## config.mk

```make
export PLATFORM = sky130hd
export DESIGN_NAME = ddr_deserializer
export DESIGN_NICKNAME = d
export VERILOG_FILES = /design/src/rtl/ddr_deserializer.sv
export SDC_FILE = /design/constraint.sdc
export NUM_CORES = 1
export LEC_CHECK = 0
export CORE_MARGIN = 1
export CORE_UTILIZATION = 50
export CTS_BUF_LIST = sky130_fd_sc_hd__clkbuf_16
export CTS_CLUSTER_DIAMETER = 40
export DETAILED_ROUTE_END_ITERATION = 7
export PLACE_DENSITY = 0.72
export SETUP_SLACK_MARGIN = 0.02
export SKIP_CTS_REPAIR_TIMING = 1
export SLEW_MARGIN = 20
export SYNTH_ARGS = -nofsm -noshare
export SYNTH_HDL_FRONTEND = slang
export SYNTH_SLANG_ARGS = --single-unit
```

## constraint.sdc

```tcl
create_clock -name clk -period 2.57 [get_ports clk]
set_input_delay 0.514 -clock clk [delete_from_list [all_inputs] [get_ports clk]]
set_output_delay 0.514 -clock clk [all_outputs]
set_load 0.005 [all_outputs]
```

## src/rtl/ddr_deserializer.sv

```systemverilog
// DDR bit-pair deserializer: hunts for SYNC_WORD at either bit phase, then
// emits FRAME_LEN payload bytes on a registered strobe and resumes hunting.
module ddr_deserializer #(
    parameter logic [7:0] SYNC_WORD = 8'hA5,
    parameter int         FRAME_LEN = 4
) (
    input  logic       clk,
    input  logic       rst,
    input  logic       in_valid,
    input  logic       d_rise,
    input  logic       d_fall,
    output logic [7:0] out_data,
    output logic       out_valid,
    output logic       sof,
    output logic       frame_done,
    output logic       locked
);

    typedef enum logic {
        HUNT   = 1'b0,
        LOCKED = 1'b1
    } state_t;

    localparam logic [7:0] LAST_IDX = 8'(FRAME_LEN - 1);

    state_t      state_q, state_d;
    logic [6:0]  hist_q, hist_d;
    logic [2:0]  hvalid_q, hvalid_d;
    logic [1:0]  pair_q, pair_d;
    logic [7:0]  byte_q, byte_d;
    logic        phase_q, phase_d;
    logic [7:0]  out_data_q, out_data_d;
    logic        out_valid_q, out_valid_d;
    logic        sof_q, sof_d;
    logic        done_q, done_d;

    // Only seven history bits need storing: the windows are taken from the
    // 9-bit post-shift view, whose top two bits come from the stored seven.
    logic [8:0]  hist_w;
    logic [7:0]  odd_win, even_win;
    logic        odd_hit, even_hit;

    assign hist_w   = {hist_q, d_rise, d_fall};
    assign odd_win  = hist_w[8:1];
    assign even_win = hist_w[7:0];

    always_comb begin
        state_d     = state_q;
        hist_d      = hist_q;
        hvalid_d    = hvalid_q;
        pair_d      = pair_q;
        byte_d      = byte_q;
        phase_d     = phase_q;
        out_data_d  = out_data_q;
        out_valid_d = 1'b0;
        sof_d       = 1'b0;
        done_d      = 1'b0;
        odd_hit     = 1'b0;
        even_hit    = 1'b0;

        if (in_valid) begin
            hist_d = hist_w[6:0];
            unique case (state_q)
                HUNT: begin
                    hvalid_d = (hvalid_q == 3'd5) ? 3'd5 : hvalid_q + 3'd1;
                    odd_hit  = (hvalid_d == 3'd5) && (odd_win == SYNC_WORD);
                    even_hit = (hvalid_d >= 3'd4) && (even_win == SYNC_WORD);
                    if (odd_hit || even_hit) begin
                        // odd window holds the earlier-in-time alignment
                        phase_d = odd_hit;
                        pair_d  = 2'd0;
                        byte_d  = 8'd0;
                        state_d = LOCKED;
                    end
                end
                LOCKED: begin
                    pair_d = pair_q + 2'd1;
                    if (pair_q == 2'd3) begin
                        out_valid_d = 1'b1;
                        out_data_d  = phase_q ? odd_win : even_win;
                        sof_d       = (byte_q == 8'd0);
                        done_d      = (byte_q == LAST_IDX);
                        byte_d      = byte_q + 8'd1;
                        if (byte_q == LAST_IDX) begin
                            state_d  = HUNT;
                            hvalid_d = 3'd0;
                        end
                    end
                end
                default: state_d = HUNT;
            endcase
        end
    end

    always_ff @(posedge clk) begin
        if (rst) begin
            state_q     <= HUNT;
            hist_q      <= '0;
            hvalid_q    <= '0;
            pair_q      <= '0;
            byte_q      <= '0;
            phase_q     <= 1'b0;
            out_data_q  <= 8'h00;
            out_valid_q <= 1'b0;
            sof_q       <= 1'b0;
            done_q      <= 1'b0;
        end else begin
            state_q     <= state_d;
            hist_q      <= hist_d;
            hvalid_q    <= hvalid_d;
            pair_q      <= pair_d;
            byte_q      <= byte_d;
            phase_q     <= phase_d;
            out_data_q  <= out_data_d;
            out_valid_q <= out_valid_d;
            sof_q       <= sof_d;
            done_q      <= done_d;
        end
    end

    assign out_data   = out_data_q;
    assign out_valid  = out_valid_q;
    assign sof        = sof_q;
    assign frame_done = done_q;
    assign locked     = (state_q == LOCKED);

endmodule

```

==> results.json <==
{
  "cp-end-kind": "register",
  "dp_hpwl_um": 2270,
  "use_met2_pct": 32.7,
  "reg2reg_from": "locked$_SDFFE_PP0P_",
  "first_global_vias": 1163,
  "slew_headroom_pct": 58.8,
  "min_to": "out_data[3]$_SDFFE_PP0P_",
  "p_leak_nw": 0.703,
  "post-route-drc-count": 0,
  "critical_path_arrival_ps": 2160,
  "via_per_inst": 5.51,
  "finalCritPeriodShare_pct": 77.7,
  "path_class": "in -> reg",
  "grt-ovfl-total": 0,
  "port_buffers": 16,
  "power_density_mw_per_mm2": 584,
  "drv_cap": 0,
  "synth_cell_type_count": 47,
  "slowest_delay_ps": 590,
  "ys_seq_area_share_pct": 40.3,
  "fmax_mhz": 501,
  "min_period_ps": 2000,
  "ant_nets": 0,
  "grt-busiest-layer": "met2",
  "clock-sinks": 33,
  "fin_cells": 230,
  "hp-start": "out_data[3]$_SDFFE_PP0P_",
  "setup_viol": 0,
  "vias": 1268,
  "avgSynthCellArea_um2": 9.75,
  "synthesis.instances": 168,
  "track_usage_pct": 20.2,
  "nets": 193,
  "diodes": 0,
  "finalHoldViolCount": 0,
  "rsz0062_at_grt": "false",
  "cp_slowest_cell": "clkdlybuf4s50_1",
  "fin_util_pct": 63.7,
  "synth_area_mm2": 0.00164,
  "path_max_fanout": 16,
  "rows": 20,
  "r2r_setup_slack_ps": 810,
  "area_delta_synth_final_pct": 19.6,
  "status": "finished clean",
  "gp_congestion": 0.816,
  "drive_gt1_share_pct": 16.1,
  "wl_um": 3150,
  "grt_pass1_wl_um": 5310,
  "clock_tree.root_cell": "clkbuf_16",
  "tns_ps": 0,
  "die_area_mm2": 0.00351,
  "met1_usage_pct": 25.4,
  "io_pins": 17,
  "final_common_cell": "dfxtp_1",
  "clk_latency_ps": 280,
  "detail_route.wl_per_cell_um": 13.7,
  "core-area_mm2": 0.00308,
  "placement.cell_area_mm2": 0.00182,
  "drv_slew": 0,
  "clock_path_buffers": 2,
  "dr.pass1.iters": 4,
  "rr_endpoint": "out_data[2]$_SDFFE_PP0P_",
  "cts_max_level": 2,
  "hp-class": "reg -> reg",
  "dp.cells": 222,
  "start_util_pct": 53.2,
  "die_x_um": 59.2,
  "cts_tree": "yes",
  "antenna_found_initial": 0,
  "use_met3_pct": 6.11,
  "tightest_slew_ps": 616,
  "worst_r2r_path_depth": 4,
  "ys_ff_latch": 33,
  "die_h_um": 59.2,
  "worstHoldPathCells": 2,
  "critical_path.cell_chain": "clkdlybuf4s50_1, and3_1, buf_4, nor2_1, a211oi_1",
  "fin_area_mm2": 0.00196,
  "ir_drop_mv": 0.345,
  "fin_skew_ps": 3.66,
  "syn_nets": 176,
  "ys_warn_count": 0,
  "grt_start_max_net_pins": 18,
  "cts_buffers": 5,
  "most-common-layout-cells": "dfxtp_1 (33), nor2_1 (28), mux2i_1 (16), clkdlybuf4s50_1 (16), a21oi_1 (14)",
  "clkTransAtPathRegs_ps": 50,
  "first_iter_violations": 77,
  "required_ps": 2740,
  "crit_path_start_kind": "input pin"
}
area by class of cell:
cell class                      instances  area, um2
Inverter                                3       11.3
Sequential cell                        33        661
Clock buffer                            5        125
Tap cell                               44       55.1
Multi-Input combinational cell        123        907
Timing Repair Buffer                   19        183
Clock inverter                          3       17.5
Fill cell                             262       1120
synth_stat cells, drive strengths merged:
master	count	area [um2]
dfxtp	33	661
nor2	28	105
mux2i	16	160
a21oi	15	86.3
a211oi	8	60.1
and3	7	45.1
buf	6	37.5
nand2	6	25.0
nand3b	4	30.0
nor3	4	31.3
o21ai	4	31.3
clkbuf	3	21.3
ha	3	37.5
inv	3	11.3
nand2b	3	21.3
nand3	3	20.0
a311oi	2	30.0
nor2b	2	12.5
a21bo	1	10.0
a21boi	1	11.3
a22oi	1	7.51
a2bb2o	1	20.0
a31o	1	8.76
a31oi	1	6.26
a41oi	1	8.76
and3b	1	8.76
and4bb	1	12.5
mux2	1	11.3
nand4b	1	8.76
nor3b	1	7.51
nor4	1	12.5
nor4bb	1	10.0
o2111a	1	20.0
o22ai	1	20.0
o41ai	1	16.3
or4	1	11.3
logic make-up (layout without fill, tap and decap cells):
| logic type | count (synthesis) | in the layout | synth area share (%) |
|---|---|---|---|
| multiplexers | 17 | 17 | 10.5 |
| adder cells (fa/ha/maj) | 3 | 3 | 2.29 |
| AO/OA/AOI/OAI | 39 | 39 | 20.6 |
| flip-flops | 33 | 33 | 40.3 |
| AND/OR/NAND/NOR | 64 | 64 | 22.1 |
| buffers and inverters | 12 | 30 | 4.28 |
through the flow:
stage	power [W]	hold WS, ps	setup slack (ps)
6_report	0.00114	495	574
5_1_grt	0.00119	531	456
4_1_cts	0.00115	500	550
3_5_place_dp	0.000589	493	269
3_3_place_gp	0.000587	486	425
2_1_floorplan	0.000571	468	1110
state kept, by name, summed over array words and instances (netlist names):
signal,cells
byte_q,8
frame_done,1
hist_q,7
hvalid_q,3
locked,1
out_data,8
out_valid,1
pair_q,2
phase_q,1
sof,1
power breakdown:
part / total, W / internal [W] / switching (W)
logic: 0.0000498 / 0.0000221 / 0.0000277
clock network: 0.000565 / 0.000354 / 0.000211
registers: 0.000529 / 0.000519 / 0.00000989
worst max path at each step:
stage	startpoint	to	cells after the start
after floorplan	d_fall	pair_q[0]$_SDFFE_PP0P_	5
after global placement	in_valid	out_data[7]$_SDFFE_PP0P_	5
after detailed placement	in_valid	out_data[2]$_SDFFE_PP0P_	5
after CTS	in_valid	out_data[2]$_SDFFE_PP0P_	5
after global routing	in_valid	out_data[2]$_SDFFE_PP0P_	5
final	in_valid	out_data[2]$_SDFFE_PP0P_	5
per-layer routing:
metal,vias to the layer above,wire (um)
met5,-,0
li1,640,-
met2,14,1500
met1,611,1540
met3,3,89
met4,0,24
worst max-delay path, delay by kind of cell:
family	cells	cell delay, ps
buffers and inverters	2	870
AO/OA/AOI/OAI	1	260
AND/OR/NAND/NOR	2	510
Power figures use the tool's default switching activity.
